File: config.mk
export PLATFORM = sky130hd
export DESIGN_NAME = alu_share_arbiter
export DESIGN_NICKNAME = d
export VERILOG_FILES = /design/src/rtl/alu_share_arbiter.sv
export SDC_FILE = /design/constraint.sdc
export NUM_CORES = 1
export LEC_CHECK = 0
export CAP_MARGIN = 20
export CORE_AREA = 5 5 109 111
export CTS_BUF_LIST = sky130_fd_sc_hd__clkbuf_4
export CTS_CLUSTER_SIZE = 24
export DETAILED_ROUTE_END_ITERATION = 8
export DIE_AREA = 0 0 114 116
export GPL_TIMING_DRIVEN = 0
export PLACE_DENSITY = 0.82
export SLEW_MARGIN = 20
export SYNTH_ARGS = -nofsm -noshare
export SYNTH_HDL_FRONTEND = slang
export SYNTH_SLANG_ARGS = --single-unit
File: constraint.sdc
create_clock -name clock -period 2.1 [get_ports clock]
set_input_delay 0.63 -clock clock [delete_from_list [all_inputs] [get_ports clock]]
set_output_delay 0.63 -clock clock [all_outputs]
set_load 0.01 [all_outputs]
File: src/rtl/alu_share_arbiter.sv
// Round-robin arbiter sharing one combinational ALU between NUM_REQ requesters,
// with a single-entry tagged response register under valid/ready backpressure.
module alu_share_arbiter #(
   parameter int unsigned NUM_REQ = 2,
   parameter int unsigned ID_W    = 1,
   parameter int unsigned XLEN    = 32,
   parameter int unsigned CTRL_W  = 6
) (
   input  logic                      clock,
   input  logic                      reset,
   input  logic [NUM_REQ-1:0]        req_valid,
   output logic [NUM_REQ-1:0]        req_ready,
   input  logic [NUM_REQ*CTRL_W-1:0] req_ctrl,
   input  logic [NUM_REQ*XLEN-1:0]   req_op_a,
   input  logic [NUM_REQ*XLEN-1:0]   req_op_b,
   output logic [CTRL_W-1:0]         alu_ctrl,
   output logic [XLEN-1:0]           alu_op_a,
   output logic [XLEN-1:0]           alu_op_b,
   input  logic [XLEN-1:0]           alu_result,
   input  logic                      alu_branch,
   output logic                      rsp_valid,
   output logic [ID_W-1:0]           rsp_id,
   output logic [XLEN-1:0]           rsp_result,
   output logic                      rsp_branch,
   input  logic                      rsp_ready
);

   logic [ID_W-1:0]   rr_ptr;
   logic [ID_W-1:0]   sel;
   logic [ID_W-1:0]   next_ptr;
   logic              any_valid;
   logic              can_issue;
   logic              accept;
   logic [NUM_REQ-1:0] grant;

   logic [CTRL_W-1:0] ctrl_arr [NUM_REQ];
   logic [XLEN-1:0]   op_a_arr [NUM_REQ];
   logic [XLEN-1:0]   op_b_arr [NUM_REQ];

   always_comb begin
      for (int unsigned i = 0; i < NUM_REQ; i++) begin
         ctrl_arr[i] = req_ctrl[i*CTRL_W +: CTRL_W];
         op_a_arr[i] = req_op_a[i*XLEN +: XLEN];
         op_b_arr[i] = req_op_b[i*XLEN +: XLEN];
      end
   end

   // Scan from rr_ptr upward with wrap; first valid requester wins.
   always_comb begin : select_p
      int unsigned idx;
      logic [ID_W-1:0] cand;
      sel       = '0;
      any_valid = 1'b0;
      idx       = 0;
      cand      = '0;
      for (int unsigned k = 0; k < NUM_REQ; k++) begin
         idx  = (32'(rr_ptr) + k) % NUM_REQ;
         cand = ID_W'(idx);
         if (!any_valid && req_valid[cand]) begin
            any_valid = 1'b1;
            sel       = cand;
         end
      end
   end

   always_comb begin
      grant     = any_valid ? (NUM_REQ'(1) << sel) : '0;
      can_issue = !rsp_valid || rsp_ready;
      accept    = any_valid && can_issue && !reset;
      req_ready = accept ? grant : '0;
      alu_ctrl  = any_valid ? ctrl_arr[sel] : '0;
      alu_op_a  = any_valid ? op_a_arr[sel] : '0;
      alu_op_b  = any_valid ? op_b_arr[sel] : '0;
      next_ptr  = (sel == ID_W'(NUM_REQ - 1)) ? '0 : sel + 1'b1;
   end

   always_ff @(posedge clock) begin
      if (reset) begin
         rsp_valid  <= 1'b0;
         rsp_id     <= '0;
         rsp_result <= '0;
         rsp_branch <= 1'b0;
         rr_ptr     <= '0;
      end else if (accept) begin
         rsp_valid  <= 1'b1;
         rsp_id     <= sel;
         rsp_result <= alu_result;
         rsp_branch <= alu_branch;
         rr_ptr     <= next_ptr;
      end else if (rsp_valid && rsp_ready) begin
         rsp_valid  <= 1'b0;
      end
   end

endmodule

==> out/metrics.yaml <==
clkSlewWorstSetupHoldPaths_ps: 100
grt_overflow_total: 0
p_switching_uw: 737
p_int_mw: 1.64
min_path_type: "reg2reg"
routedWlPerCell_um: 20.7
clkPwrFrac_pct: 15.6
layout-drive-gt1-share_pct: 29.5
nets: 740
hpwlAfterDp_um: 11700
maxCapViolCount: 0
tns_ps: -11560
avgSynthCellArea_um2: 8.89
p_comb_share_pct: 52.2
yosys.area.top_type: "dfxtp_1"
avgViaCountPerCell: 4.79
fin_crit_ps: 2320
ys_types: 22
ys_warn_count: 0
async_reset_ff_share_pct: 0
setup_viol_count_final: 71
leakage_nw: 2.49
clockBufferDepth: 2
antenna_found_initial: 1
ys_top_cells_by_area: "dfxtp_1 (32%), a22o_1 (28%), o211ai_1 (11%)"
dr_total_vias: 3373
p_seq_share_pct: 32.2
design.core.area_mm2: 0.0107
cp-end-kind: "output port"
finalHoldViolCount: 0
ant_nets: 0
path_max_fanout: 5
postLayoutCellArea_mm2: 0.00565
dieArea_mm2: 0.0132
area_growth_pct: 154
wl_um: 14600
finClkSkew_ps: 13.0
rows: 38
syn_inst: 250
cp_slowest_cell: "a22o_4"
power_density_mw_per_mm2: 421
worst_slack_ps: -217
drv_slew: 0
cp.required_ps: 1470
sw_frac_of_total_pct: 31.0
p_total_mw: 2.37
finalHoldWorstSlack_ps: 518
synth_edf_count: 0
drc: 0
grt_pass1_vias: 3598
grt_max_degree: 16
final_util_pct: 52.8
first_pass_iters: 5
die_w_um: 114
critical_path_buf_inv_count: 5
crit_path_start_kind: "primary input"
dpl_cell_area_mm2: 0.00526
yosysSeqAreaShare_pct: 32.4
cp_data_arrival_time_ps: 1690
cts_root_buf: "clkbuf_4"
first_iter_violations: 188
syn_area_mm2: 0.00222
rsz0062_at_grt: "yes"
period_share_pct: 110
fin_cells: 704
synth-seq-cells: 36
place_ws_ps: -1500
numCtsBuffers: 5
clock_latency_ps: 330
synth_nets: 428
post-place-cells: 674
port_buffers: 284
cts.sinks: 36
vdd_drop_max_v: 0.000292
path_cells: "buf_8 > inv_4 > o21a_4 > buf_12 > clkbuf_16 > a22o_4 > buf_6"
worst-setup-path-type: "in2out"
grt_util_all_layers_pct: 20.0
violations: "setup timing"
status: "finished with violations"
start_util_pct: 20.8
synth_commonest_cells: "a22o_1 (70), dfxtp_1 (36), inv_1 (35)"
slew_headroom_pct: 68.5
io_pins: 285
synthFlopType: "dfxtp_1"
synth_top_area_share_pct: 32.4
worst_pin_slew_ps: 472
grt_pass1_wl_um: 20500
die_y_um: 116
gp_congestion: 0.912
fmax_mhz: 432
cp_top_family: "buffers and inverters"
h-tree-depth: 2
slowest_delay_ps: 260
cts_tree: "yes"
yosysMostFrequentCell: "a22o_1"
## timing repair
action | CTS | global route
resized for setup | 381 | 27
setup buffers | 9 | 2
pin swaps | 68 | 13
setup endpoints to repair | 72 | 72
cloned | 10 | 1
hold buffers | 0 | 0
## registers in the layout (all words and copies together) (netlist names)
signal and count:
rsp_result 32, rr_ptr 1, rsp_branch 1, rsp_id 1, rsp_valid 1
## cells by family after synthesis
kind of cell	share of synthesized area, %
AOI/OAI and AO/OA	53.0
buffers and inverters	12.5
DFF	32.4
and+or+nand+nor	2.03
## power by group through the flow
stage          registers, mW  logic, mW  clock network, mW
2_1_floorplan          0.797      0.363                  0
3_3_place_gp           0.776       1.13                  0
3_5_place_dp           0.779       1.15                  0
4_1_cts                0.767       1.20              0.391
5_1_grt                0.772       1.31              0.426
6_report               0.765       1.24              0.370
## layout by cell type (no fill, tap or decap), drive strengths merged
master	instances
o211a	1
clkdlybuf4s15	1
nor2b	1
o21ai	33
nand2	1
or2b	1
buf	108
nor3	2
o21a	1
dfxtp	36
nor2	1
or3	1
clkinv	2
a21oi	2
clkinvlp	1
o211ai	34
o2111ai	1
a22o	70
clkbuf	23
clkdlybuf4s50	208
inv	35
diode	1
## tightest hold or removal path, stage by stage (launching register included)
cell,delay (ps)
dfxtp_1,320
o211ai_1,100
o21ai_2,60
## cell type report
class	instances	area (µm²)
fillers	993	5050
repair buffers	306	2880
multi-input cells	149	1290
clock inverters	2	11.3
flip-flops and latches	36	726
plain buffers	28	377
clock buffers	6	45.0
diodes	1	2.50
inverters	36	139
well taps	140	175
## routing by layer
layer	track usage, %	routed length (µm)
met1	21.8	5140
met2	35.9	7510
met3	5.59	1260
met4	9.34	667
met5	0	0
## path summary, 6_finish.rpt
path                  from             end  slack (ps)  cells past startpoint
max           req_valid[0]     alu_op_b[5]        -220                      7
min          rsp_result[5]   rsp_result[5]         520                      2
max reg2reg      rsp_valid  rsp_result[30]         470                      7
min reg2reg  rsp_result[5]   rsp_result[5]         520                      2
(Power assumes the default switching activity.)
